**src/rtl/keypad_scan_ctrl.sv**
```systemverilog
// Matrix keypad scanner: walks a binary row select, debounces active-low columns on a
// slow scan tick, and publishes one valid/ack key event per physical press.
module keypad_scan_ctrl #(
    parameter int ROWS       = 4,
    parameter int COLS       = 3,
    parameter int SEL_W      = 3,
    parameter int CODE_W     = 4,
    parameter int SCAN_DIV   = 13,
    parameter int DEBOUNCE_N = 3
) (
    input  logic              clk_i,
    input  logic              reset_i,
    input  logic [COLS-1:0]   column_i,
    input  logic              key_ack_i,
    output logic [SEL_W-1:0]  sel_o,
    output logic [CODE_W-1:0] key_code_o,
    output logic              key_valid_o,
    output logic              key_held_o,
    output logic              overrun_o
);

    localparam int COL_W = $clog2(COLS);
    localparam int LC_W  = $clog2(COLS + 1);
    localparam int CNT_W = $clog2(DEBOUNCE_N + 1);

    localparam logic [1:0] ST_SCAN     = 2'd0;
    localparam logic [1:0] ST_DEBOUNCE = 2'd1;
    localparam logic [1:0] ST_HOLD     = 2'd2;

    logic [COLS-1:0]     colMeta_q, colSync_q;
    logic [SCAN_DIV-1:0] prescaler_q;
    logic [1:0]          state_q, state_d;
    logic [SEL_W-1:0]    sel_q, sel_d, nextSel;
    logic [CNT_W-1:0]    cnt_q, cnt_d, cntInc;
    logic [COL_W-1:0]    candCol_q, candCol_d;
    logic [CODE_W-1:0]   keyCode_q, keyCode_d, acceptCode;
    logic                keyValid_q, keyValid_d;
    logic                overrun_q, overrun_d;
    logic                tick, accept, oneLow, anyLow;
    logic [LC_W-1:0]     lowCount;
    logic [COL_W-1:0]    sampleCol;

    // Synchronizer idles at all ones so reset looks like "no key pressed".
    always_ff @(posedge clk_i or posedge reset_i) begin
        if (reset_i) begin
            colMeta_q   <= '1;
            colSync_q   <= '1;
            prescaler_q <= '0;
        end else begin
            colMeta_q   <= column_i;
            colSync_q   <= colMeta_q;
            prescaler_q <= prescaler_q + 1'b1;
        end
    end

    assign tick = &prescaler_q;

    // Column index counts from the MSB, so bit b maps to column COLS-1-b.
    always_comb begin
        lowCount  = '0;
        sampleCol = '0;
        for (int b = 0; b < COLS; b++) begin
            if (!colSync_q[b]) begin
                lowCount  = lowCount + 1'b1;
                sampleCol = COL_W'(COLS - 1 - b);
            end
        end
    end

    assign oneLow     = (lowCount == LC_W'(1));
    assign anyLow     = ~&colSync_q;
    assign cntInc     = cnt_q + 1'b1;
    assign nextSel    = (sel_q == SEL_W'(ROWS - 1)) ? '0 : sel_q + 1'b1;
    assign acceptCode = CODE_W'(sel_q) * CODE_W'(COLS) + CODE_W'(sampleCol);

    // The same counter debounces the press in DEBOUNCE and the release in HOLD.
    always_comb begin
        state_d   = state_q;
        sel_d     = sel_q;
        cnt_d     = cnt_q;
        candCol_d = candCol_q;
        accept    = 1'b0;
        if (tick) begin
            case (state_q)
                ST_SCAN: begin
                    if (oneLow) begin
                        candCol_d = sampleCol;
                        if (DEBOUNCE_N == 1) begin
                            accept  = 1'b1;
                            cnt_d   = '0;
                            state_d = ST_HOLD;
                        end else begin
                            cnt_d   = CNT_W'(1);
                            state_d = ST_DEBOUNCE;
                        end
                    end else begin
                        sel_d = nextSel;
                    end
                end
                ST_DEBOUNCE: begin
                    if (oneLow && sampleCol == candCol_q) begin
                        if (cntInc == CNT_W'(DEBOUNCE_N)) begin
                            accept  = 1'b1;
                            cnt_d   = '0;
                            state_d = ST_HOLD;
                        end else begin
                            cnt_d = cntInc;
                        end
                    end else begin
                        cnt_d   = '0;
                        state_d = ST_SCAN;
                    end
                end
                ST_HOLD: begin
                    if (anyLow) begin
                        cnt_d = '0;
                    end else if (cntInc == CNT_W'(DEBOUNCE_N)) begin
                        cnt_d   = '0;
                        sel_d   = nextSel;
                        state_d = ST_SCAN;
                    end else begin
                        cnt_d = cntInc;
                    end
                end
                default: begin
                    cnt_d   = '0;
                    state_d = ST_SCAN;
                end
            endcase
        end
    end

    // A simultaneous accept beats the acknowledge, but still clears overrun.
    always_comb begin
        keyCode_d  = accept ? acceptCode : keyCode_q;
        keyValid_d = accept | (keyValid_q & ~key_ack_i);
        if (key_ack_i) begin
            overrun_d = 1'b0;
        end else if (accept) begin
            overrun_d = overrun_q | keyValid_q;
        end else begin
            overrun_d = overrun_q;
        end
    end

    always_ff @(posedge clk_i or posedge reset_i) begin
        if (reset_i) begin
            state_q    <= ST_SCAN;
            sel_q      <= '0;
            cnt_q      <= '0;
            candCol_q  <= '0;
            keyCode_q  <= '1;
            keyValid_q <= 1'b0;
            overrun_q  <= 1'b0;
        end else begin
            state_q    <= state_d;
            sel_q      <= sel_d;
            cnt_q      <= cnt_d;
            candCol_q  <= candCol_d;
            keyCode_q  <= keyCode_d;
            keyValid_q <= keyValid_d;
            overrun_q  <= overrun_d;
        end
    end

    assign sel_o       = sel_q;
    assign key_code_o  = keyCode_q;
    assign key_valid_o = keyValid_q;
    assign key_held_o  = (state_q == ST_HOLD);
    assign overrun_o   = overrun_q;

endmodule

```
**config.mk**
```make
export PLATFORM = sky130hd
export DESIGN_NAME = keypad_scan_ctrl
export DESIGN_NICKNAME = d
export VERILOG_FILES = /design/src/rtl/keypad_scan_ctrl.sv
export SDC_FILE = /design/constraint.sdc
export NUM_CORES = 1
export LEC_CHECK = 0
export ABC_AREA = 1
export ABC_CLOCK_PERIOD_IN_PS = 2100
export CAP_MARGIN = 20
export CORE_UTILIZATION = 51
export DETAILED_ROUTE_END_ITERATION = 8
export GPL_ROUTABILITY_DRIVEN = 0
export PLACE_DENSITY = 0.79
export SYNTH_ARGS = -nofsm -noshare
export SYNTH_HDL_FRONTEND = slang
export SYNTH_SLANG_ARGS = --single-unit
```
**constraint.sdc**
```tcl
create_clock -name clk_i -period 2.1 [get_ports clk_i]
set_input_delay 0.42 -clock clk_i [delete_from_list [all_inputs] [get_ports clk_i]]
set_output_delay 0.42 -clock clk_i [all_outputs]
set_load 0.02 [all_outputs]
```
==> summary.txt, run 1 <==
Max Cap Viol -> 0
Htree depth -> 2
CP max-delay cell -> dfstp_2
CP arrival -> 2.46 ns
Most frequent cells in the layout -> nand2_1, inv_1, dfrtp_1
Status -> finished, violations left
Pwr/cell area -> 526 nW/µm²
Post-DP HPWL -> 2240 µm
Routing usage on met1 -> 26.2%
Root Driver -> clkbuf_4
Routed len/inst -> 11.4 µm
Setup_tns -> -0.110 ns
I/O pin count -> 16
Clk Latency, worst-skew pair -> 0.36 ns
Core ar. -> 3340 µm²
Residual DRC -> 0
Total power -> 1.12 mW
Cells after synthesis -> 190
Fin. Hold Viols -> 0
Setup Skew -> 0.0127 ns
Post-Syn Area -> 1790 µm²
Critical Path End Type -> flip-flop
Post-route clock period utilization -> 103%
Fillers -> 286
Die X -> 61.2 µm
Die H -> 61.2 µm
Worst slew pin tran -> 0.410 ns
Antenna diodes -> 0
Ranking of synthesized cells by area -> dfrtp_1, dfstp_2, nand2_1
Met3 Use GR -> 4.83%
Post-layout net count -> 235
Number of global-route vias before repair -> 1217
Min-delay worst type -> reg -> reg
Post-synthesis sequential area ratio -> 48.3%
Max clock buf depth -> 2
Ratio of cells with drive above 1 in the final layout -> 25.6%
Most frequent CP cell -> inv_2
Worst-path cell chain -> inv_2, ha_4, nand2_2, inv_2, fa_1, ha_2, inv_2, fa_2, xor2_1, o21ai_1
Area grow syn2layout -> 18.7%
Max incr delay on CP -> 0.55 ns
Vias per cell -> 4.72
GRT Total Usage -> 19.6%
CTS buffer count -> 5
Post-synthesis sequential element count -> 34
DRT iter0 DRCs -> 41
# setup viols final -> 2
DR pass1 iterations -> 4
Final std cells w/o fill -> 265
Normalized max-slew margin -> 72.7%
Full die area -> 3750 µm²
Core Util, Final -> 63.7%
Global-route wire length before repair -> 5150 µm
Gr ovfl total -> 0
Pin count of the biggest net entering global routing -> 35
Busiest grt layer -> met2
Max Fclk -> 462 MHz
Synth cell types -> 32
Cell taking the most area after synthesis -> dfrtp_1
Synth Net Count -> 207
Type of the worst setup path -> reg -> reg
VDD IR-drop max -> 0.424 mV
I/O Buffers -> 15
Post-route setup slack -> -0.0625 ns
Critical Path Start Type -> flip-flop
CTS tree -> built
Met2 Track Usage GR -> 27.6%
Total length of routed wires -> 3020 µm
Fin. max-slew vios -> 0
Clock sink count -> 34
LEAKAGE -> 1.02 nW
CTS Hold Buffers Added -> 0
Crit path max-delay family -> adder cells
Initial antenna violation count -> 0
Crit path buf inv count -> 3
Clock-pin slew on the worst setup and hold paths -> 0.11 ns
DR vias -> 1251
Hold slack -> 0.345 ns
ANT nets after route -> 0
FP Rows -> 21
Yosys top cell area share -> 33.6%
Required @ worst endpoint -> 2.40 ns
Post-placement cell count -> 257
Initial Utilization -> 53.6%
Synth warn -> 0
Most common library cell in the layout ignoring fill and taps -> nand2_1
Post-synthesis average cell area -> 9.42 µm²
RSZ-0062 raised after global routing -> yes
Crit path time final -> 2.16 ns
Crit Path Max Fanout -> 2
Failing checks -> negative setup slack
-- state kept, by name, indices dropped and copies added, names as in the netlist, 2 cells and up --
| register | cells |
|---|---|
| state_q | 2 |
| colMeta_q | 3 |
| cnt_q | 2 |
| sel_o | 3 |
| key_code_o | 4 |
| colSync_q | 3 |
| prescaler_q | 13 |
| candCol_q | 2 |
-- Yosys cell counts (all sizes together) --
master	count
nand2	45
inv	33
dfrtp	24
nor2	14
nand3	13
o21ai	12
xor2	11
dfstp	10
ha	9
nor3	4
a21oi	3
nand4	3
fa	2
and3	1
buf	1
clkinv	1
nand3b	1
nor3b	1
o21bai	1
xnor2	1
-- cells by family (layout without fill, tap and decap cells) --
| family | count (synthesis) | after routing | synth area share, % |
|---|---|---|---|
| and+or+nand+nor | 82 | 82 | 24.7 |
| buffers and inverters | 35 | 64 | 7.62 |
| DFF | 34 | 34 | 48.3 |
| AOI/OAI and AO/OA | 16 | 16 | 5.04 |
| xor gates and xnor gates | 12 | 12 | 5.87 |
| adders and majority gates | 11 | 11 | 8.53 |
-- worst reg2reg max path, delay by kind of cell, from the launching register on --
kind	cells	cell delay (ns)
AOI/OAI and AO/OA	1	0.11
xor gates and xnor gates	1	0.14
adders and majority gates	4	1.13
buffers and inverters	3	0.12
DFF	1	0.55
and+or+nand+nor	1	0.06
-- worst paths after layout --
check | startpoint | endpoint | slack (ns) | depth (start not counted)
setup reg to reg | colSync_q[0] | key_code_o[3] | -0.06 | 10
max in group asynchronous | reset_i | colMeta_q[0] | 1.32 | 3
hold / removal | colMeta_q[1] | colSync_q[1] | 0.34 | 0
hold reg to reg | colMeta_q[1] | colSync_q[1] | 0.34 | 0
setup / recovery | colSync_q[0] | key_code_o[3] | -0.06 | 10
min in group asynchronous | reset_i | prescaler_q[0] | 0.45 | 3
-- metrics by stage --
step	worst slack, ns	area, µm²
after floorplan	-0.0220	1790
after global placement	-0.0191	2050
after detailed placement	-0.0680	2050
after CTS	-0.0712	2120
after global routing	-0.162	2120
final	-0.0625	2120
-- what timing repair did --
| action | in CTS | in global routing |
|---|---|---|
| buffers inserted | 0 | 0 |
| gates cloned | 0 | 0 |
| hold endpoints to repair | 0 | 0 |
| pin swaps | 1 | 1 |
| gates resized for setup | 5 | 1 |
| endpoints found under the setup margin | 2 | 3 |
-- where the power goes --
group	internal (mW)	switching, mW
clock network	0.162	0.225
logic	0.0273	0.0351
registers	0.665	0.00338
-- final cells by class --
cell class | count | area [µm²] | area share (%)
Sequential cell | 34 | 863 | 40.6
Inverter | 34 | 129 | 6.07
Clock buffer | 7 | 55.1 | 2.59
Tap cell | 46 | 57.6 | 2.71
Clock inverter | 1 | 5.00 | 0.236
Timing Repair Buffer | 22 | 205 | 9.66
Multi-Input combinational cell | 121 | 810 | 38.1
-- metal layers --
metal / vias up / wire length (µm)
met4: 0 / 97
met1: 578 / 1470
met2: 16 / 1360
li1: 648 / -
met3: 9 / 86
met5: - / 0
Note: power is estimated with default switching activity, not from simulation.
==> run 2, diff against run 1 <==
--- a/config.mk
+++ b/config.mk
@@ -12,6 +12,7 @@
 export DETAILED_ROUTE_END_ITERATION = 8
 export GPL_ROUTABILITY_DRIVEN = 0
 export PLACE_DENSITY = 0.79
+export RECOVER_POWER = 25
 export SYNTH_ARGS = -nofsm -noshare
 export SYNTH_HDL_FRONTEND = slang
 export SYNTH_SLANG_ARGS = --single-unit
==> run 2 against run 1 <==
Final cell count did not move. Combinational power fell by 3.4%. Maximum frequency did not move. Largest power group unchanged. Clock skew did not move. Non-clock buffer count did not move. The flow still finishes with violations (negative setup slack). Via count did not move. Largest cell class unchanged. Design area fell by 0.12%. Utilization fell by 0.075 points.
==> summary.txt, run 2 (synthesis results as in run 1) <==
Status -> finished, violations left
Failing checks -> negative setup slack
P_sw -> 263 µW (about the same)
Clock share of power -> 34.7% (about the same)
RSZ-0062 raised after global routing -> yes
VDD IR-drop max -> 0.422 mV (-0.53%)
Die X -> 61.2 µm (unchanged)
Max Fclk -> 462 MHz (unchanged)
Residual DRC -> 0 (unchanged)
Required @ worst endpoint -> 2.40 ns (about the same)
Logic pwr share -> 5.4% (-0.2 points)
Clk Latency, worst-skew pair -> 0.36 ns (about the same)
Area grow syn2layout -> 18.6%
Setup bufs post-CTS -> 0 (unchanged)
Internal Pwr Total -> 853 µW (-0.25%)
CTS Hold Buffers Added -> 0 (unchanged)
Min-delay worst type -> reg -> reg
Global-route wire length before repair -> 5150 µm (unchanged)
Max Cap Viol -> 0 (unchanged)
DR vias -> 1251 (unchanged)
Fin. max-slew vios -> 0 (unchanged)
Initial Utilization -> 53.6% (unchanged)
Pre-CTS setup slack -> -0.0680 ns (unchanged)
FP Rows -> 21 (unchanged)
Number of global-route vias before repair -> 1217 (unchanged)
CTS buffer count -> 5 (unchanged)
Pwr/cell area -> 526 nW/µm² (about the same)
Full die area -> 3750 µm² (unchanged)
Htree depth -> 2 (unchanged)
Clock sink count -> 34 (unchanged)
Total length of routed wires -> 3020 µm (about the same)
DRT iter0 DRCs -> 42 (+2.4%)
Final std cells w/o fill -> 265 (unchanged)
I/O Buffers -> 15 (unchanged)
Total power -> 1.12 mW (-0.19%)
Design Area, Final -> 2120 µm² (-0.12%)
Setup Skew -> 0.0127 ns (unchanged)
Post-placement cell count -> 257 (unchanged)
GRT Total Usage -> 19.6% (unchanged)
Type of the worst setup path -> reg -> reg
Core ar. -> 3340 µm² (unchanged)
Post-route clock period utilization -> 103% (unchanged)
I/O pin count -> 16 (unchanged)
Ratio of cells with drive above 1 in the final layout -> 25.6% (unchanged)
CP max-delay cell -> dfstp_2
Seq pwr share -> 59.9% (about the same)
Post-DP HPWL -> 2240 µm (unchanged)
Most common library cell in the layout ignoring fill and taps -> nand2_1
Sw Share -> 23.6% (+0.043 points)
Crit Path Max Fanout -> 2 (unchanged)
Placed Area -> 2050 µm² (unchanged)
CP arrival -> 2.46 ns (about the same)
Die H -> 61.2 µm (unchanged)
ANT nets after route -> 0 (unchanged)
Root Driver -> clkbuf_4
Critical Path End Type -> flip-flop
Post-layout net count -> 235 (unchanged)
Antenna diodes -> 0 (unchanged)
Most frequent cells in the layout -> nand2_1, inv_1, dfrtp_1
Routed len/inst -> 11.4 µm (about the same)
Largest Register -> prescaler_q
DR pass1 iterations -> 4 (unchanged)
Max reg flops -> 13 (unchanged)
LEAKAGE -> 1.02 nW (about the same)
Post-route setup slack -> -0.0625 ns (unchanged)
Pin count of the biggest net entering global routing -> 35 (unchanged)
Most frequent CP cell -> inv_2
Core Util, Final -> 63.6% (-0.075 points)
Crit path buf inv count -> 3 (unchanged)
# setup viols final -> 2 (unchanged)
Vias per cell -> 4.72 (unchanged)
Fin. Hold Viols -> 0 (unchanged)
Worst-path cell chain -> inv_2, ha_4, nand2_2, inv_2, fa_1, ha_2, inv_2, fa_2, xor2_1, o21ai_1
CTS tree -> built
Crit path max-delay family -> adder cells
Max incr delay on CP -> 0.55 ns (about the same)
Max clock buf depth -> 2 (unchanged)
Normalized max-slew margin -> 46.5% (-26 points)
Initial antenna violation count -> 0 (unchanged)
Critical Path Start Type -> flip-flop
Crit path time final -> 2.16 ns (unchanged)
Clock-pin slew on the worst setup and hold paths -> 0.11 ns (about the same)
Worst slew pin tran -> 0.802 ns (+0.393 ns)
Gr ovfl total -> 0 (unchanged)
==> run 2: cell count changes in the layout (fill, tap and decap cells not counted) <==
cell,change
clkdlybuf4s50_1,-4
dlygate4sd3_1,+4
clkbuf_2,+1
buf_4,-1
==> run 2: power groups by stage <==
| stage | Sequential (mW) | Clock (mW) | Combinational (mW) |
|---|---|---|---|
| finish | 0.669 | 0.387 | 0.0603 |
| global route | 0.670 | 0.424 | 0.0688 |
| CTS | 0.669 | 0.396 | 0.0637 |
| detailed placement | 0.680 | 0 | 0.0617 |
| global placement | 0.679 | 0 | 0.0607 |
| floorplan | 0.680 | 0 | 0.0354 |
==> run 2: metal layers <==
metal | up-vias | global-route usage (%) | part of all wire, %
met4 | 0 | 14.3 | 3.2
met5 | - | 0 | 0
met3 | 9 | 4.83 | 2.9
met2 | 16 | 27.6 | 45
met1 | 578 | 26.2 | 49
li1 | 648 | - | -
==> run 2: path summary, 6_finish.rpt <==
kind / from / endpoint / slack (ns) / cells after the start
worst min-delay path: colMeta_q[1] / colSync_q[1] / 0.34 / 0
worst min register to register: colMeta_q[1] / colSync_q[1] / 0.34 / 0
min in group asynchronous: reset_i / prescaler_q[0] / 0.73 / 3
max in group asynchronous: reset_i / prescaler_q[9] / 0.86 / 3
worst max register to register: colSync_q[0] / key_code_o[3] / -0.06 / 10
worst max-delay path: colSync_q[0] / key_code_o[3] / -0.06 / 10
==> run 2: stage by stage <==
| step | hold WS [ns] | TNS, ns |
|---|---|---|
| finish | 0.345 | -0.110 |
| global route | 0.354 | -0.258 |
| CTS | 0.347 | -0.125 |
| detailed placement | 0.347 | -0.128 |
| global placement | 0.345 | -0.0342 |
| floorplan | 0.345 | -0.0407 |
==> run 2: what timing repair did <==
| action | in CTS | in global routing |
|---|---|---|
| resized for setup | 5 | 1 |
| pin swaps | 1 | 1 |
| setup endpoints to repair | 2 | 3 |
==> run 2: final cells by class <==
class / instances / area [µm²]
clock buffers: 7 / 55.1
clock inverters: 1 / 5.00
fillers: 287 / 1210
inverters: 34 / 129
multi-input cells: 121 / 810
flip-flops and latches: 34 / 863
well taps: 46 / 57.6
repair buffers: 22 / 203
